## src/rtl/z_result_seq.sv

```systemverilog
// Result sequencer: captures the ALU's 2*REG_SIZE Z result and drains it as one (Z) or two (LO, HI) bus beats.
// Optional macro ZRESULT_FLAGS_EN enables the zero/negative condition flags; when undefined they read 0.
module z_result_seq #(
  parameter int REG_SIZE = 32
) (
  input  logic                  clock,
  input  logic                  clear,
  input  logic [3:0]            alu_op,
  input  logic [2*REG_SIZE-1:0] z_data_in,
  input  logic                  cap_valid,
  output logic                  cap_ready,
  output logic [REG_SIZE-1:0]   out_data,
  output logic                  out_valid,
  input  logic                  out_ready,
  output logic [1:0]            out_sel,
  output logic                  out_last,
  output logic                  flag_z,
  output logic                  flag_n,
  output logic [1:0]            fsm_state
);

  // Handshakes: a transfer happens on a rising edge where valid && ready are both 1.
  // The producer keeps valid and its payload stable until the transfer; the output
  // side never withdraws out_valid before out_ready is seen.

  typedef enum logic [1:0] {
    IDLE    = 2'd0,
    BEAT_LO = 2'd1,
    BEAT_HI = 2'd2
  } state_t;

  localparam logic [3:0] OP_MUL = 4'b1000;
  localparam logic [1:0] SEL_Z  = 2'b00;
  localparam logic [1:0] SEL_LO = 2'b01;
  localparam logic [1:0] SEL_HI = 2'b10;

  state_t              state;
  logic                mul;
  logic [REG_SIZE-1:0] held_hi;
  logic                is_mul;
  logic                capture;

  assign is_mul    = (alu_op == OP_MUL);
  assign capture   = cap_valid && cap_ready;
  assign fsm_state = state;

  // The low word of the held result lives in out_data from the capture edge
  // onward, so only the high word needs separate storage.
  always_ff @(posedge clock) begin
    if (!clear) begin
      state     <= IDLE;
      mul       <= 1'b0;
      held_hi   <= '0;
      cap_ready <= 1'b0;
      out_valid <= 1'b0;
      out_data  <= '0;
      out_sel   <= SEL_Z;
      out_last  <= 1'b0;
    end else begin
      case (state)
        IDLE: begin
          if (capture) begin
            state     <= BEAT_LO;
            mul       <= is_mul;
            held_hi   <= z_data_in[2*REG_SIZE-1:REG_SIZE];
            cap_ready <= 1'b0;
            out_valid <= 1'b1;
            out_data  <= z_data_in[REG_SIZE-1:0];
            out_sel   <= is_mul ? SEL_LO : SEL_Z;
            out_last  <= !is_mul;
          end else begin
            cap_ready <= 1'b1;
          end
        end
        BEAT_LO: begin
          if (out_ready) begin
            if (mul) begin
              state    <= BEAT_HI;
              out_data <= held_hi;
              out_sel  <= SEL_HI;
              out_last <= 1'b1;
            end else begin
              state     <= IDLE;
              out_valid <= 1'b0;
              cap_ready <= 1'b1;
            end
          end
        end
        BEAT_HI: begin
          if (out_ready) begin
            state     <= IDLE;
            out_valid <= 1'b0;
            cap_ready <= 1'b1;
          end
        end
        default: begin
          state     <= IDLE;
          out_valid <= 1'b0;
          cap_ready <= 1'b0;
        end
      endcase
    end
  end

`ifdef ZRESULT_FLAGS_EN
  // Flags describe the whole product for mul, otherwise only the low word.
  always_ff @(posedge clock) begin
    if (!clear) begin
      flag_z <= 1'b0;
      flag_n <= 1'b0;
    end else if (capture) begin
      if (is_mul) begin
        flag_z <= (z_data_in == '0);
        flag_n <= z_data_in[2*REG_SIZE-1];
      end else begin
        flag_z <= (z_data_in[REG_SIZE-1:0] == '0);
        flag_n <= z_data_in[REG_SIZE-1];
      end
    end
  end
`else
  assign flag_z = 1'b0;
  assign flag_n = 1'b0;
`endif

endmodule

```

## config.mk

```make
export PLATFORM = sky130hd
export DESIGN_NAME = z_result_seq
export DESIGN_NICKNAME = d
export VERILOG_FILES = /design/src/rtl/z_result_seq.sv
export SDC_FILE = /design/constraint.sdc
export NUM_CORES = 1
export LEC_CHECK = 0
export CORE_ASPECT_RATIO = 1.2
export CORE_MARGIN = 2
export CORE_UTILIZATION = 46
export CTS_BUF_LIST = sky130_fd_sc_hd__clkbuf_4 sky130_fd_sc_hd__clkbuf_8
export CTS_CLUSTER_DIAMETER = 40
export DETAILED_ROUTE_END_ITERATION = 16
export PLACE_DENSITY = 0.93
export REMOVE_ABC_BUFFERS = 1
export SLEW_MARGIN = 5
export SYNTH_ARGS = -nofsm -noshare
export SYNTH_HDL_FRONTEND = slang
export SYNTH_SLANG_ARGS = --single-unit
```

## constraint.sdc

```tcl
create_clock -name clock -period 2 [get_ports clock]
set_input_delay 0.4 -clock clock [delete_from_list [all_inputs] [get_ports clock]]
set_output_delay 0.4 -clock clock [all_outputs]
set_load 0.005 [all_outputs]
```

==> results.yml, run 1 <==
synth:
  syn_area_um2: 3030
  synth-edff-count: 0
  synth_cell_types: 33
  ys.flop_type: "dfxtp_1"
  yosys_warnings: 0
  syn_avg_cell_area_um2: 8.98
  ys_async_sr_fraction_pct: 0
  yosysSeqAreaShare_pct: 47.5
  ys_seq_elements: 72
  synthCells: 338
finish:
  n_antenna_cell: 0
  multiInputGateArea_um2: 1450
  layout-drive-gt1-share_pct: 10.6
  final_common_cell: "clkdlybuf4s50_1"
  seqCellArea_um2: 1440
  area_delta_synth_final_pct: 47.4
  nFillCells: 514
  fin_nets: 523
  mostFrequentLayoutCells: "clkdlybuf4s50_1, nand2_1, dfxtp_1"
die:
  ios: 113
  dieWidth_um: 78.1
  row_count: 32
  die_area_um2: 7260
  dieHeight_um: 93.0
  coreArea_um2: 6410
  start_util_pct: 47.4
worst_setup_path:
  path_max_fanout: 31
  critPathBufInv: 3
  slowest_delay_ps: 390
  arrival_ps: 2130
  critPathTopFamily: "buffers and inverters"
  endpoint_kind: "flip-flop"
  crit_chain: "inv_1, ha_1, a21boi_2, nor4_4, buf_4, buf_12, nor2_1, a211oi_1"
  r2r_end: "out_data[29]"
  path_class: "reg2reg"
  worstPathRequired_ps: 2240
  r2r_cells: 8
  slowest_stage: "dfxtp_2"
  r2r-start: "fsm_state[0]"
  startpoint_type: "flip-flop"
  rrSetupSlack_ps: 120
power_and_ir_drop:
  ir_drop_v: 0.000499
  p_seq_share_pct: 45.9
  power_frac_comb_pct: 25.4
  p_switching_uw: 999
  internal-power_mw: 2.63
  p_sw_share_pct: 27.6
  leakagePower_nw: 1.59
  p_per_area_nw_per_um2: 811
  fin_total_pwr_mw: 3.62
  pwr-share-clk_pct: 28.7
drt:
  drc: 0
  drtAntennaViolNets: 0
  wl_per_cell_um: 13.6
  drt-pass1-iter-count: 4
  viasPerCell: 5.07
  first_iter_violations: 94
  routed_wl_um: 7280
  via_count: 2717
sta:
  fin_hold_ws_ps: 456
  max_freq_mhz: 531
  finalWorstSetupSlack_ps: 117
  tightestPinTransition_ps: 521
  fin_skew_ps: 7.45
  period_needed_ps: 1880
  worst_slew_margin_rel_pct: 64.7
  hold_viol: 0
  rsz0062_at_grt: "false"
  finalSetupViolations: 0
  period_share_pct: 94.2
  drv_slew: 0
global_routing:
  grt_usage_pct: 21.6
  grt_max_degree: 37
  grt_util_met3_pct: 4.87
  grt.busiest_layer: "met2"
  grt_util_met2_pct: 40.2
  antenna_found_initial: 0
  overflow: 0
  grt_pass1_wl_um: 12300
  grt_pass1_vias: 2814
  grt.met1_usage_pct: 23.2
place:
  io_buffers: 110
  dpl_worst_slack_ps: -58.1
  dp_hpwl_um: 5290
  place_congestion: 0.832
clock_tree:
  clockBufferDepth: 2
  clkLatencyLatePin_ps: 340
  postCtsHoldBufs: 0
  cts_tree: "done"
  clock-sinks: 72
  clkTransAtPathRegs_ps: 70
  clock-root-buffer: "clkbuf_8"
  numCtsBuffers: 9
  htreeDepth: 3
worst_hold_path:
  hp-class: "reg2reg"
  hold_start: "held_hi[5]"
  holdPathEnd: "held_hi[5]"
  holdPathStages: 2
run_status:
  outcome: "finished, final reports clean"
job:
  maxCapViolations: 0
==> flip-flops by register name (all words and copies together), names as in the netlist <==
name and count:
cap_ready 1, fsm_state 2, held_hi 32, mul 1, out_data 32, out_last 1, out_sel 2, out_valid 1
==> cell usage after synthesis, types with 2 or more instances <==
| library cell | number | area (um2) |
|---|---|---|
| nor2b_1 | 2 | 12.5 |
| inv_1 | 4 | 15.0 |
| nand3_1 | 2 | 10.0 |
| clkbuf_1 | 13 | 48.8 |
| nand2b_1 | 2 | 12.5 |
| buf_2 | 8 | 40.0 |
| a211oi_2 | 10 | 125 |
| a211oi_1 | 23 | 173 |
| buf_4 | 4 | 30.0 |
| nand2_1 | 70 | 263 |
| dfxtp_1 | 72 | 1440 |
| nor2_1 | 34 | 128 |
| a21oi_1 | 38 | 190 |
| mux2i_1 | 33 | 330 |
| ha_1 | 5 | 62.6 |
==> cell families after synthesis <==
| kind of cell | Yosys count | synth area share (%) |
|---|---|---|
| simple gates | 117 | 16.3 |
| buf+inv | 32 | 5.03 |
| mux | 33 | 10.9 |
| other cells | 1 | 0.124 |
| compound gates | 78 | 18.1 |
| flops | 72 | 47.5 |
| fa+ha+maj | 5 | 2.06 |
==> stage by stage <==
stage          setup TNS [ps]  instances  util [%]  area, um2
5_1_grt                     0        536      69.8       4470
2_1_floorplan          -70350        312         -       2900
3_3_place_gp                0        519      66.8       4280
3_5_place_dp             -527        519      66.8       4280
6_report                    0        536      69.8       4470
4_1_cts                     0        536      69.8       4470
==> area by class of cell <==
| type | instances | share of cell area [%] |
|---|---|---|
| inverters | 5 | 0.420 |
| multi-input cells | 235 | 32.3 |
| flip-flops and latches | 72 | 32.3 |
| clock inverters | 5 | 0.699 |
| clock buffers | 11 | 3.39 |
| repair buffers | 123 | 28.5 |
| well taps | 85 | 2.38 |
==> power groups by stage <==
stage,combinational (mW),clock [mW],sequential (mW)
after floorplan,0.418,0,1.69
after global placement,0.893,0,1.69
after detailed placement,0.922,0,1.69
after CTS,0.930,1.07,1.66
after global routing,1.00,1.13,1.68
final,0.921,1.04,1.66
==> worst max-delay path by stage <==
| stage | slack (ps) | endpoint | depth (start not counted) | from |
|---|---|---|---|---|
| 5_1_grt | 20 | out_data[29] | 8 | fsm_state[0] |
| 4_1_cts | 40 | out_data[29] | 8 | fsm_state[0] |
| 3_3_place_gp | 20 | out_data[29] | 6 | cap_valid |
| 6_report | 120 | out_data[29] | 8 | fsm_state[0] |
| 2_1_floorplan | -2100 | out_sel[0] | 5 | fsm_state[0] |
| 3_5_place_dp | -60 | out_data[29] | 6 | cap_valid |
==> layer usage <==
metal,routed length [um],up-vias
li1,-,1371
met4,144,0
met1,2950,1253
met5,0,-
met3,317,14
met2,3870,79
==> timing repair <==
action | 4_1_cts | 5_1_grt
setup endpoints to repair | 5 | 30
gates resized for setup | 0 | 2
setup buffers | 1 | 0
pin swaps | 1 | 0
cloned | 0 | 0
==> worst min-delay path, cell delays in order, from the launching register on <==
cell,delay (ps)
dfxtp_1,310
nand2_1,50
a21oi_1,50
Power figures use the tool's default switching activity.
==> inputs of run 2 (changes only) <==
--- a/config.mk
+++ b/config.mk
@@ -5,11 +5,13 @@
 export SDC_FILE = /design/constraint.sdc
 export NUM_CORES = 1
 export LEC_CHECK = 0
+export CAP_MARGIN = 20
 export CORE_ASPECT_RATIO = 1.2
 export CORE_MARGIN = 2
 export CORE_UTILIZATION = 46
 export CTS_BUF_LIST = sky130_fd_sc_hd__clkbuf_4 sky130_fd_sc_hd__clkbuf_8
 export CTS_CLUSTER_DIAMETER = 40
+export CTS_CLUSTER_SIZE = 25
 export DETAILED_ROUTE_END_ITERATION = 16
 export PLACE_DENSITY = 0.93
 export REMOVE_ABC_BUFFERS = 1
==> results of run 2 <==
Final layout, timing and power as in run 1 (identical DEF).
==> edit, RTL diff (settings of run 1) <==
Set the parameter `REG_SIZE` to 64 (it was 32).
--- a/src/rtl/z_result_seq.sv
+++ b/src/rtl/z_result_seq.sv
@@ -1,7 +1,7 @@
 // Result sequencer: captures the ALU's 2*REG_SIZE Z result and drains it as one (Z) or two (LO, HI) bus beats.
 // Optional macro ZRESULT_FLAGS_EN enables the zero/negative condition flags; when undefined they read 0.
 module z_result_seq #(
-  parameter int REG_SIZE = 32
+  parameter int REG_SIZE = 64
 ) (
   input  logic                  clock,
   input  logic                  clear,
Ports: changed (resized out_data and z_data_in); port bits go from 113 to 209. No check against the original RTL was run, so the function may have changed too.
==> edit against run 1 <==
  * Sequential cell count up 64
  * Fmax down 0.76%
  * Setup slack worse by 0.014 ns
  * Final area up 89%
  * Synthesized area up 86%
  * Cell count up 85%
  * Total power up 100%
  * Utilization up 0.20 points
  * Global-route usage up 1.1 points
  * Routed wire length up 110%
==> edit: results (changes against run 1) <==
Synth Area in Adders=1.11% (-0.95 points); Max Root-Sink Buffers=2 (unchanged); post-synthesis sequential area ratio=48.3% (+0.79 points); slew margin rel.=56.0% (-8.7 points); Critical Path AT=2.23 ns (+0.10 ns); Cell variety after synth=29 (-12%); skew final=0.0129 ns (+0.00542 ns); total wire length=15.1 mm (+110%); starting DRC count in detailed routing=147 (+56%); crit-path max FO=24 (-23%); post-synthesis mux area share=11.7% (+0.83 points); post-DP HPWL=10.4 mm (+97%); critical path's top delay family=buffers and inverters; Synth Instances=617 (+83%); pin count of the biggest net entering global routing=66 (+78%); top cells by area, synth=dfxtp_1 48%, mux2i_1 12%, nand2_1 9.0%; total number of vias=5,107 (+88%); Top Registers=held_hi: 64 flops, out_data: 64 flops; placed cell count=961 (+85%); Skew-Pair Late Insertion Delay=0.43 ns (+0.09 ns); Buffers on Ports=206 (+87%); DR WL/cell=15.2 um (+12%); initial antenna violation count=0 (unchanged); routability congestion estimate from global placement=0.791 (-4.9%); Synth Area in Compound Gates=19.6% (+1.5 points); pre-CTS WS=-0.0795 ns (-0.0214 ns); Post-synth ARST share=0% (unchanged); Num CTS Buffers=17 (+8); Peak VDD IR=0.000524 V (+5.0%); Cell Area, Placed=0.00801 mm^2 (+87%); outcome=completed; H-Tree Depth=4 (+1); layout cells sized above 1=13.1% (+2.5 points); GRT Total Usage=22.6% (+1.1 points); CP max stage cell=dfxtp_1; Pleak=2.98 nW (+87%); first-pass GRT wire length=24.0 mm (+95%); Commonest cells post-synth=136 x dfxtp_1, 135 x nand2_1, 68 x a21oi_1
## edit: changes by cell type after synthesis, moves of 3 or more
cell             run 1  this run
buf_4                4         7
buf_2                8        19
nand2_1             70       135
mux2i_1             33        66
clkbuf_1            13        27
a21oi_1             38        68
nor2_1              34        65
dfxtp_1             72       136
a211oi_2            10        40
## edit: repair_timing
action | 4_1_cts | 5_1_grt
buffers inserted | 0 | 0
endpoints found under the setup margin | 1 | 43
endpoints found under the hold margin | 0 | 0
pin swaps | 0 | 1
gates resized for setup | 1 | 4
## edit: cell families after synthesis
family,count (synthesis)
AND/OR/NAND/NOR,211
AO/OA/AOI/OAI,141
flip-flops,136
multiplexers,66
buffers and inverters,57
adder cells (fa/ha/maj),5
other,1
## edit: layer usage
layer | share of wire (%) | track usage (%) | up-vias
li1 | - | - | 2516
met1 | 39 | 24.4 | 2374
met2 | 52 | 41.1 | 177
met3 | 5.0 | 5.01 | 40
met4 | 3.8 | 11.8 | 0
met5 | 0 | 0 | -
## edit: cell type report
cell class                 instances  area, um^2
inverter                           4        17.5
antenna                            1        2.50
sequential                       136        2720
timing repair buffer             235        2390
tap                              161         201
fill                             864        3620
multi-input combinational        425        2690
clock inverter                    13         180
clock buffer                      18         241
## edit: where the power goes
group	leakage [nW]	internal [mW]	switching (mW)
clock	0.208	1.36	1.05
sequential	1.11	2.99	0.149
combinational	1.66	1.03	0.811
total	2.98	5.38	2.01
## edit: worst paths after layout
check	slack (ns)	cells after the start	to	from
max reg2reg	0.10	8	out_data[42]	fsm_state[1]
min reg2reg	0.45	2	held_hi[47]	held_hi[47]
min	0.45	2	held_hi[47]	held_hi[47]
max	0.10	8	out_data[42]	fsm_state[1]
